==> src/rtl/control_fsm.sv <==
// Sequenced control unit: R/I-type decode, zero/carry flag register, LD/STR memory handshake with PC stall.
// Optional memory-wait timeout with sticky mem_err is enabled by defining MEM_TIMEOUT_EN.
module control_fsm #(
  parameter int unsigned R_OP_W  = 3,
  parameter int unsigned I_OP_W  = 2,
  parameter int unsigned TMO_CYC = 16
) (
  input  logic              clk,
  input  logic              reset,
  input  logic              init,
  input  logic              instr_valid,
  input  logic              ri_type,
  input  logic [R_OP_W-1:0] opcode,
  input  logic [I_OP_W-1:0] opcode2,
  input  logic              alu_zero,
  input  logic              alu_carry,
  input  logic              mem_ready,
  output logic              reg_write,
  output logic [1:0]        alu_src,
  output logic              mem_read,
  output logic              mem_write,
  output logic              mem_to_reg,
  output logic              branch,
  output logic              pc_src,
  output logic              pc_stall,
  output logic              flag_zero,
  output logic              flag_carry,
  output logic              illegal_op,
  output logic              mem_err
);

  typedef enum logic [1:0] {
    ST_IDLE     = 2'd0,
    ST_EXEC     = 2'd1,
    ST_MEM_WAIT = 2'd2
  } state_t;

  state_t state, state_d;
  logic   ld_q, ld_d;
  logic   fz_d, fc_d;
  logic   timeout;
  logic   r_bad, i_bad;
  logic   is_ld;

  // Opcode bits above the architected range mark an undecodable instruction.
  assign r_bad = (opcode >> 3) != '0;
  assign i_bad = (opcode2 >> 2) != '0;
  assign is_ld = (opcode2[1:0] == 2'd2);

`ifdef MEM_TIMEOUT_EN
  logic [7:0] wait_cnt;

  assign timeout = (state == ST_MEM_WAIT) && !mem_ready && (wait_cnt == 8'(TMO_CYC - 1));

  // Wait counter is held at zero outside MEM_WAIT so it restarts on every entry.
  always_ff @(posedge clk) begin
    if (!reset) begin
      wait_cnt <= 8'd0;
      mem_err  <= 1'b0;
    end else begin
      if (state != ST_MEM_WAIT) wait_cnt <= 8'd0;
      else                      wait_cnt <= wait_cnt + 8'd1;
      if (init)         mem_err <= 1'b0;
      else if (timeout) mem_err <= 1'b1;
    end
  end
`else
  logic unused_tmo;
  assign unused_tmo = ^TMO_CYC;
  assign timeout    = 1'b0;
  assign mem_err    = 1'b0;
`endif

  always_ff @(posedge clk) begin
    if (!reset) begin
      state      <= ST_IDLE;
      ld_q       <= 1'b0;
      flag_zero  <= 1'b0;
      flag_carry <= 1'b0;
    end else begin
      state      <= state_d;
      ld_q       <= ld_d;
      flag_zero  <= fz_d;
      flag_carry <= fc_d;
    end
  end

  always_comb begin
    state_d    = state;
    ld_d       = ld_q;
    fz_d       = flag_zero;
    fc_d       = flag_carry;
    reg_write  = 1'b0;
    alu_src    = 2'd0;
    mem_read   = 1'b0;
    mem_write  = 1'b0;
    mem_to_reg = 1'b0;
    branch     = 1'b0;
    pc_src     = 1'b0;
    pc_stall   = 1'b0;
    illegal_op = 1'b0;

    if (init) begin
      state_d  = ST_IDLE;
      fz_d     = 1'b0;
      fc_d     = 1'b0;
      pc_stall = 1'b1;
    end else begin
      case (state)
        ST_IDLE: begin
          pc_stall = 1'b1;
          fz_d     = 1'b0;
          fc_d     = 1'b0;
          state_d  = ST_EXEC;
        end

        ST_EXEC: begin
          if (!instr_valid) begin
            pc_stall = 1'b1;
          end else if (!ri_type) begin
            if (r_bad) begin
              illegal_op = 1'b1;
            end else begin
              case (opcode[2:0])
                3'd1: begin
                  reg_write = 1'b1;
                  fz_d      = alu_zero;
                  fc_d      = alu_carry;
                end
                3'd5: begin
                  reg_write = 1'b1;
                  alu_src   = 2'd1;
                  fz_d      = alu_zero;
                  fc_d      = alu_carry;
                end
                3'd7: begin
                  branch  = 1'b1;
                  pc_src  = 1'b1;
                  alu_src = 2'd3;
                end
                default: reg_write = 1'b1;
              endcase
            end
          end else begin
            if (i_bad) begin
              illegal_op = 1'b1;
            end else begin
              case (opcode2[1:0])
                2'd0: begin
                  branch  = 1'b1;
                  alu_src = 2'd3;
                  pc_src  = flag_zero;
                end
                2'd1: begin
                  reg_write = 1'b1;
                  alu_src   = 2'd2;
                  fz_d      = 1'b0;
                  fc_d      = 1'b0;
                end
                default: begin
                  mem_read   = is_ld;
                  mem_write  = !is_ld;
                  mem_to_reg = is_ld;
                  if (mem_ready) begin
                    reg_write = is_ld;
                  end else begin
                    pc_stall = 1'b1;
                    ld_d     = is_ld;
                    state_d  = ST_MEM_WAIT;
                  end
                end
              endcase
            end
          end
        end

        ST_MEM_WAIT: begin
          mem_read   = ld_q;
          mem_write  = !ld_q;
          mem_to_reg = ld_q;
          if (timeout) begin
            mem_read   = 1'b0;
            mem_write  = 1'b0;
            mem_to_reg = 1'b0;
            state_d    = ST_EXEC;
          end else if (mem_ready) begin
            reg_write = ld_q;
            state_d   = ST_EXEC;
          end else begin
            pc_stall = 1'b1;
          end
        end

        default: state_d = ST_IDLE;
      endcase
    end
  end

endmodule
==> config.mk <==
export PLATFORM = sky130hd
export DESIGN_NAME = control_fsm
export DESIGN_NICKNAME = d
export VERILOG_FILES = /design/src/rtl/control_fsm.sv
export SDC_FILE = /design/constraint.sdc
export NUM_CORES = 1
export LEC_CHECK = 0
export BUFFER_PORTS_ARGS = -buffer_cell sky130_fd_sc_hd__clkbuf_2
export CAP_MARGIN = 20
export CORE_AREA = 3 3 40 42
export CTS_CLUSTER_SIZE = 20
export DETAILED_ROUTE_END_ITERATION = 10
export DIE_AREA = 0 0 43 45
export GPL_TIMING_DRIVEN = 0
export HOLD_SLACK_MARGIN = 0.12
export MAX_ROUTING_LAYER = met4
export PLACE_DENSITY_LB_ADDON = 0.12
export SYNTH_ARGS = -nofsm -noshare
export SYNTH_HDL_FRONTEND = slang
export SYNTH_SLANG_ARGS = --single-unit
==> constraint.sdc <==
create_clock -name clk -period 2.45 [get_ports clk]
set_input_delay 0.245 -clock clk [delete_from_list [all_inputs] [get_ports clk]]
set_output_delay 0.245 -clock clk [all_outputs]
set_load 0.005 [all_outputs]
# == Yosys cells after proc, flatten, opt, wreduce, memory -nomap -nowiden ==
# Index checks and enable logic that the tools add are counted.
# op_classes
reduce_logical,11
n_mux,56
bitwise_logic,4
n_eq_ne,14
# op_table
operator,count
1-bit two-way mux,37
2-bit two-way mux,9
1-bit one-hot mux with 2 select lines,6
"2-bit != test, second input constant",5
2-bit one-hot mux with 2 select lines,2
"3-bit equality test, second input constant",2
"3-bit != test, second input constant",2
2-bit one-hot mux with 3 select lines,1
6-bit AND reduction,1
2-bit OR reduction,3
5-bit AND reduction,1
"2-bit by 1-bit equality test with 1-bit output, second input constant",2
"2-bit equality test, second input constant",2
2-bit logical NOT,2
1-bit NOT,4
4-bit AND reduction,1
"3-bit by 1-bit equality test with 1-bit output, second input constant",1
1-bit one-hot mux with 3 select lines,1
1-bit logical NOT,2
2-bit nonzero test,1
# totals
regBits,5
wordCells,89
in_bits,13
out_inout_bits,13

# == Logic depth before layout (Yosys ltp) ==
# Gate-level depths: netlist of the first run.
# logic_depth
ltp_word,7
mapped_depth,7
depth_no_buf,6

# == Worst setup path after synthesis of the first run ==
# Ideal clock, no wire load.
# synth_timing
kind,flip-flop to flip-flop
start,register state[1]
end,register ld_q
setup_time_ns,0.070
n_path_buf,0
synth_period_minus_slack_ns,1.547
setup_slack_ns,0.903
stages_incl_launch_ff,7
t_arrival_ns,1.477
required_ns,2.380
path_cell_list,dfxtp_1 -> inv_1 -> ha_1 -> and2_4 -> nand2b_4 -> or4b_1 -> a21boi_1
# synth_via
elab_chain_cells,2
# synth_lines
item,line_no,rtl
"start, declared",38,"state_t state, state_d;"
"start signal, assigned",81,state <= state_d;
2-bit by 1-bit equality test with 1-bit output,109,case (state)
6-bit AND reduction (no line),-,
"end signal, assigned",82,ld_q <= ld_d;
"end, declared",39,"logic ld_q, ld_d;"
# Every way passes these cells.
# A chain may end at the register's enable or synchronous reset.

# == Final worst setup path of the first run ==
# layout_timing
start,register state[0]
end,output pc_stall
# layout_via
elab_chain_cells,3
elab_cells_between_ends,5
classes_between,eq/ne (2); mux (2); reduce/logical (1)
# layout_lines
item,line_no,rtl
2-bit equality test (tied with other cells),109,
1-bit one-hot mux with 3 select lines (*),109,
1-bit two-way mux (*),103,if (init) begin
"end, declared",25,"output logic pc_stall,"
# Mark *: on every way between the ends. The rest lies on a longest branch, timed or not.

==> reports/qor.tcl, run 1 <==
set qor(netlist_top_cells_area) {sky130_fd_sc_hd__dfxtp_1 (19%), sky130_fd_sc_hd__ha_1 (9.4%), sky130_fd_sc_hd__a21oi_1 (7.5%), sky130_fd_sc_hd__nand2b_1 (5.9%), sky130_fd_sc_hd__nand3_1 (5.6%)}
set qor(timing.critical_path.fanout_max) 5
set qor(first_iter_violations) 4
set qor(synth_sequential_area_ratio_pct) 18.8
set qor(die_height_um) 45
set qor(finalWorstSetupSlack_ns) 0.611
set qor(clock_skew_after_layout_ns) 0.000583
set qor(multi_input_comb_area_um2) 399
set qor(clkPwrFrac_pct) 39.3
set qor(finalWorstPathRequiredPeriod_ns) 1.84
set qor(wirelength_um) 1330
set qor(grt-ovfl-total) 0
set qor(wire_per_inst_um) 11.6
set qor(syn2layout_area_growth_pct) 30.8
set qor(timing.critical_path.from_type) {flop}
set qor(dieArea_mm2) 0.00194
set qor(critical_path.slowest_cell) {sky130_fd_sc_hd__dfxtp_1}
set qor(worst_hold_path_type) {in -> reg}
set qor(ys_warn_count) 0
set qor(fin_setup_tns_ns) 0
set qor(power.sequential.fraction_pct) 35.5
set qor(cts_tree) {yes}
set qor(power.internal_mw) 0.173
set qor(drive_gt1_share_pct) 33.0
set qor(floorplan.rows) 13
set qor(floorplan.initialDensity_pct) 41.5
set qor(synthDominantAreaCellType) {sky130_fd_sc_hd__dfxtp_1}
set qor(ctsHtreeMaxLevel) 1
set qor(detail_route.vias_per_cell) 5.14
set qor(placeableCoreArea_mm2) 0.00128
set qor(cp_data_required_time_ns) 2.20
set qor(grt_pass1_wl_um) 2130
set qor(dr.pass1.iters) 3
set qor(io_buffers) 23
set qor(critical-path-max-stage-delay_ns) 0.38
set qor(total_area_of_sequential_cells_um2) 100
set qor(fin_nets) 118
set qor(die_w_um) 43
set qor(cts_hold_repair_buffers) 0
set qor(outcome) {finished clean}
set qor(clock_latency_of_the_later_clocked_register_in_the_worst_skew_pair_ns) 0.24
set qor(finalSetupViolations) 0
set qor(cp.arrival_ns) 1.59
set qor(pre_cts_slack_ns) 0.733
set qor(syn-instance-count) 72
set qor(syn_avg_cell_area_um2) 7.40
set qor(finalHoldViolations) 0
set qor(hpwlAfterDp_um) 1070
set qor(via_count) 591
set qor(timing.final.crit_share_pct) 75.0
set qor(critical_path_class) {reg -> out}
set qor(first_global_vias) 493
set qor(grt_max_degree) 11
set qor(number_of_antenna_violations_at_the_first_check_in_global_routing) 0
set qor(antennaDiodeCount) 0
set qor(comb_power_share_pct) 25.2
set qor(antenna_left) 0
set qor(synth.top_cell.area_share_pct) 18.8
set qor(max_freq_mhz) 544
set qor(worstSetupEndpointType) {output pin}
set qor(root_buffer) {sky130_fd_sc_hd__clkbuf_4}
set qor(worst_ir_drop_vdd_mv) 0.280
set qor(grt.total_usage_pct) 15.1
set qor(fill_cells) 143
set qor(p_sw_share_pct) 27.7
set qor(cts_resized) 0
set qor(drv_slew) 0
set qor(drcViolationCount) 0
set qor(p_leak_nw) 0.317
set qor(rsz_0062_raised_after_global_routing) {no}
set qor(worst_setup_hold_path_clk_slew_ns) 0.04
set qor(yosysUniqueCellTypes) 27
set qor(cts_made_buffers) 3
set qor(synth_area_um2) 533
set qor(gp_congestion) 0.797
set qor(cts_buffer_depth) 2
set qor(total_i_o_pin_count) 26
set qor(synth_register_bits) 5
set qor(power_switching_mw) 0.0664
set qor(cts_num_sinks) 5
set qor(cts_setup_buffers) 0
set qor(path_cells) {inv_1, ha_1, nor2b_1, a211oi_1, o21bai_1, clkbuf_2}
set qor(drv.max_cap_violation_count) 0
set qor(pwr_density_cell_mw_per_mm2) 344
==> synth_stat cells <==
master / count
sky130_fd_sc_hd__o21bai_1: 1
sky130_fd_sc_hd__buf_4: 3
sky130_fd_sc_hd__nand3b_1: 3
sky130_fd_sc_hd__a21boi_1: 1
sky130_fd_sc_hd__and2_4: 1
sky130_fd_sc_hd__mux2i_1: 2
sky130_fd_sc_hd__nor2_1: 5
sky130_fd_sc_hd__nand2_1: 5
sky130_fd_sc_hd__nand4b_1: 2
sky130_fd_sc_hd__ha_1: 4
sky130_fd_sc_hd__a32o_1: 1
sky130_fd_sc_hd__o221a_2: 1
sky130_fd_sc_hd__nand3_1: 6
sky130_fd_sc_hd__o21ai_0: 3
sky130_fd_sc_hd__nand2b_1: 5
sky130_fd_sc_hd__or4b_1: 1
sky130_fd_sc_hd__clkbuf_1: 2
sky130_fd_sc_hd__nand4_1: 2
sky130_fd_sc_hd__nor2b_1: 4
sky130_fd_sc_hd__a211oi_1: 1
sky130_fd_sc_hd__dfxtp_1: 5
sky130_fd_sc_hd__a21oi_1: 8
sky130_fd_sc_hd__or2_2: 1
sky130_fd_sc_hd__nand2b_4: 1
sky130_fd_sc_hd__nor3b_1: 1
sky130_fd_sc_hd__conb_1: 1
sky130_fd_sc_hd__inv_1: 2
==> stage by stage <==
step                      power [mW]  instance area [µm²]  hold WS (ns)  utilization, %  cells
after global placement         0.145                  671         0.453            52.2    111
final                          0.240                  697         0.242            54.2    115
after global routing           0.262                  697         0.244            54.2    115
after floorplan                0.123                  537         0.396               -     73
after CTS                      0.245                  697         0.235            54.2    115
after detailed placement       0.147                  671         0.462            52.2    111
==> power by group through the flow <==
| stage | sequential (mW) | combinational, mW | clock (mW) |
|---|---|---|---|
| 3_3_place_gp | 0.0864 | 0.0590 | 0 |
| 3_5_place_dp | 0.0864 | 0.0602 | 0 |
| 5_1_grt | 0.0849 | 0.0676 | 0.110 |
| 6_report | 0.0849 | 0.0604 | 0.0942 |
| 4_1_cts | 0.0849 | 0.0604 | 0.0995 |
| 2_1_floorplan | 0.0860 | 0.0369 | 0 |
==> cells in the final DEF, fill, tap and decap left out <==
cell type and instances:
sky130_fd_sc_hd__clkbuf_2 23, sky130_fd_sc_hd__nor3b_1 1, sky130_fd_sc_hd__nand2_1 5, sky130_fd_sc_hd__nor2b_1 4, sky130_fd_sc_hd__a211oi_1 1, sky130_fd_sc_hd__clkbuf_1 3
sky130_fd_sc_hd__nand4b_1 2, sky130_fd_sc_hd__nand4_1 2, sky130_fd_sc_hd__conb_1 2, sky130_fd_sc_hd__a21boi_1 1, sky130_fd_sc_hd__a21oi_1 8, sky130_fd_sc_hd__or2_2 1
sky130_fd_sc_hd__nor2_1 5, sky130_fd_sc_hd__nand3_1 6, sky130_fd_sc_hd__or4b_1 1, sky130_fd_sc_hd__clkbuf_4 3, sky130_fd_sc_hd__o221a_2 1, sky130_fd_sc_hd__dfxtp_1 5
sky130_fd_sc_hd__nand3b_1 3, sky130_fd_sc_hd__mux2i_1 2, sky130_fd_sc_hd__nand2b_1 5, sky130_fd_sc_hd__o21ai_0 3, sky130_fd_sc_hd__a32o_1 1, sky130_fd_sc_hd__and2_4 1
sky130_fd_sc_hd__buf_4 3, sky130_fd_sc_hd__o21bai_1 1, sky130_fd_sc_hd__inv_1 2, sky130_fd_sc_hd__nand2b_4 1, sky130_fd_sc_hd__ha_1 4
==> layer usage <==
layer / global-route usage, % / vias up / wire (µm)
li1: - / 307 / -
met1: 19.1 / 270 / 620
met2: 22.8 / 14 / 638
met3: 2.39 / 0 / 70
met4: 9.04 / 0 / 0
met5: - / - / 0
==> worst paths after layout <==
kind	start	endpoint	slack, ns	depth (start not counted)
hold reg to reg	flag_carry	flag_carry	0.46	2
setup / recovery	state[0]	pc_stall	0.61	6
hold / removal	alu_zero	flag_zero	0.24	3
setup reg to reg	state[1]	ld_q	0.72	6
==> state kept, by name (all words and copies together) (netlist names) <==
register,cells
state,2
flag_carry,1
flag_zero,1
ld_q,1
==> worst max-delay path: cells and delay by family, from the launching register on <==
kind	cells	cell delay, ns
compound gates	2	0.34
fa+ha+maj	1	0.26
buf+inv	2	0.19
flops	1	0.38
simple gates	1	0.19
==> layout make-up <==
| type | instances | area share [%] |
|---|---|---|
| multi-input combinational | 61 | 57.3 |
| buffer | 5 | 4.31 |
| clock buffer | 4 | 3.77 |
| timing repair buffer | 23 | 16.5 |
| sequential | 5 | 14.4 |
| inverter | 2 | 1.08 |
| tap | 15 | 2.69 |
==> cell families after synthesis <==
group,share of synthesized area (%)
adder cells (fa/ha/maj),9.39
other,0.704
buffers and inverters,7.04
AO/OA/AOI/OAI,18.5
multiplexers,3.76
AND/OR/NAND/NOR,41.8
flip-flops,18.8
Note: power is estimated with default switching activity, not from simulation.
==> inputs of run 2 (changes only) <==
clock period = 1.9 ns   (was 2.45 ns; I/O delays follow)
==> run 2 against run 1 <==
- setup slack got worse by 0.47 ns
- count of clock-buffer cells in the layout unchanged
- clock power increased by 28%
- hold slack got worse by 0.055 ns
- register-to-register slack got worse by 0.49 ns
- final cell count unchanged
- sequential share of layout area decreased by 0.15 points
- routed wire length decreased by 0.38%
- sequential power increased by 30%
- final area increased by 1.1%
- first-iteration DRC count increased by 50%
- clock skew unchanged
- largest cell class unchanged
- highest routed layer unchanged
==> reports/qor.tcl, run 2 (same netlist as run 1, synthesis figures left out) <==
set qor(worst_hold_path_type) {in -> reg}
set qor(finalHoldViolations) 0
set qor(cts_buffer_depth) 2
set qor(finalSetupViolations) 0
set qor(wire_per_inst_um) 11.5
set qor(grt-ovfl-total) 0
set qor(die_w_um) 43
set qor(antenna_left) 0
set qor(pwr_density_cell_mw_per_mm2) 441
set qor(hold-path-cell-count) 3
set qor(drcViolationCount) 0
set qor(io_buffers) 23
set qor(finalWorstSetupSlack_ns) 0.145
set qor(cts_hold_repair_buffers) 0
set qor(number_of_antenna_violations_at_the_first_check_in_global_routing) 0
set qor(max_freq_mhz) 570
set qor(rsz_0062_raised_after_global_routing) {no}
set qor(final_cells) 115
set qor(total_i_o_pin_count) 26
set qor(ctsHtreeMaxLevel) 1
set qor(dr.pass1.iters) 4
set qor(finalWorstPathRequiredPeriod_ns) 1.76
set qor(via_count) 605
set qor(pre_cts_slack_ns) 0.183
set qor(clock_skew_after_layout_ns) 0.000583
set qor(critical_path.slowest_cell) {sky130_fd_sc_hd__dfxtp_1}
set qor(placeableCoreArea_mm2) 0.00128
set qor(cts_resized) 0
set qor(syn2layout_area_growth_pct) 32.2
set qor(dieArea_mm2) 0.00194
set qor(grt_max_degree) 11
set qor(regToRegEndpoint) {ld_q}
set qor(worstSetupEndpointType) {output pin}
set qor(die_height_um) 45
set qor(hold_path_startpoint) {alu_zero}
set qor(gp_congestion) 0.797
set qor(critical_path_class) {reg -> out}
set qor(finalHoldWorstSlack_ns) 0.187
set qor(r2r_cells) 6
set qor(first_iter_violations) 6
set qor(cts_setup_buffers) 0
set qor(cts_made_buffers) 3
set qor(fill_cells) 142
set qor(fin_total_pwr_mw) 0.311
set qor(hpwlAfterDp_um) 1070
set qor(final_common_cell) {sky130_fd_sc_hd__clkbuf_2}
set qor(floorplan.rows) 13
set qor(cts_num_sinks) 5
set qor(cp.arrival_ns) 1.57
set qor(placed_cells_incl_taps) 111
set qor(cp_data_required_time_ns) 1.71
set qor(antennaDiodeCount) 0
set qor(cts_tree) {yes}
set qor(wirelength_um) 1320
set qor(worst_setup_hold_path_clk_slew_ns) 0.04
set qor(clock_latency_of_the_later_clocked_register_in_the_worst_skew_pair_ns) 0.24
set qor(drv_slew) 0
set qor(p_leak_nw) 0.317
set qor(grt.total_usage_pct) 15.1
set qor(most-common-layout-cells) {sky130_fd_sc_hd__clkbuf_2 (23), sky130_fd_sc_hd__a21oi_1 (8), sky130_fd_sc_hd__nand3_1 (6)}
set qor(fin_util_pct) 54.8
set qor(worst_ir_drop_vdd_mv) 0.361
set qor(root_buffer) {sky130_fd_sc_hd__clkbuf_4}
set qor(path_cells) {inv_1, ha_1, nor2b_1, a211oi_2, o21bai_1, clkbuf_2}
set qor(outcome) {finished clean}
set qor(largest-register) {state}
set qor(hold_path_end) {flag_zero}
set qor(timing.final.crit_share_pct) 92.4
set qor(setup.reg_to_reg.worst_slack_ns) 0.23
set qor(floorplan.initialDensity_pct) 41.5
set qor(reg2reg_from) {state[1]}
set qor(critical-path-max-stage-delay_ns) 0.34
set qor(stdcell_area_um2) 704
set qor(placement.cell_area_um2) 671
set qor(number_of_flip_flops_under_the_largest_register_name) 2
set qor(drv.max_cap_violation_count) 0
set qor(fin_setup_tns_ns) 0
set qor(grt_pass1_wl_um) 2130
set qor(timing.critical_path.from_type) {flop}
set qor(drive_gt1_share_pct) 35.0
set qor(detail_route.vias_per_cell) 5.26
set qor(timing.critical_path.fanout_max) 5
set qor(first_global_vias) 493
set qor(fin_nets) 118
==> run 2: cell types whose count changed in the layout (fill, tap and decap cells not counted) <==
cell,before,now
sky130_fd_sc_hd__ha_2,0,1
sky130_fd_sc_hd__ha_1,4,3
sky130_fd_sc_hd__a211oi_2,0,1
sky130_fd_sc_hd__a211oi_1,1,0
==> run 2: layout make-up <==
type / instances / area, µm² / area share (%)
Sequential cell: 5 / 100 / 14.2
Tap cell: 15 / 18.8 / 2.66
Multi-Input combinational cell: 61 / 407 / 57.7
Buffer: 5 / 30.0 / 4.26
Timing Repair Buffer: 23 / 115 / 16.3
Clock buffer: 4 / 26.3 / 3.73
Inverter: 2 / 7.51 / 1.07
==> run 2: worst max path at each step <==
stage / from / to / slack, ns
6_report: state[0] / pc_stall / 0.14
5_1_grt: state[1] / mem_to_reg / 0.01
4_1_cts: state[0] / pc_stall / 0.11
3_5_place_dp: state[1] / ld_q / 0.18
3_3_place_gp: state[0] / ld_q / 0.20
2_1_floorplan: state[1] / ld_q / 0.35
==> run 2: worst max-delay path, delay by kind of cell (launching register included) <==
family          cells  cell delay, ns
flops               1            0.34
simple gates        1            0.32
compound gates      2            0.21
buf+inv             2            0.22
fa+ha+maj           1            0.24
==> run 2: layer usage <==
layer	up-vias	wire (µm)	GRT usage [%]
met4	0	0	9.04
met2	16	649	22.8
met1	280	600	19.1
met5	-	0	-
met3	0	74	2.39
li1	309	-	-
==> run 2: where the power goes <==
part / leakage (nW) / internal (mW) / switching, mW / total (mW)
sequential: 0.0405 / 0.107 / 0.00222 / 0.110
clock: 0.0150 / 0.0793 / 0.0421 / 0.121
combinational: 0.262 / 0.0375 / 0.0419 / 0.0795
total: 0.317 / 0.224 / 0.0863 / 0.311
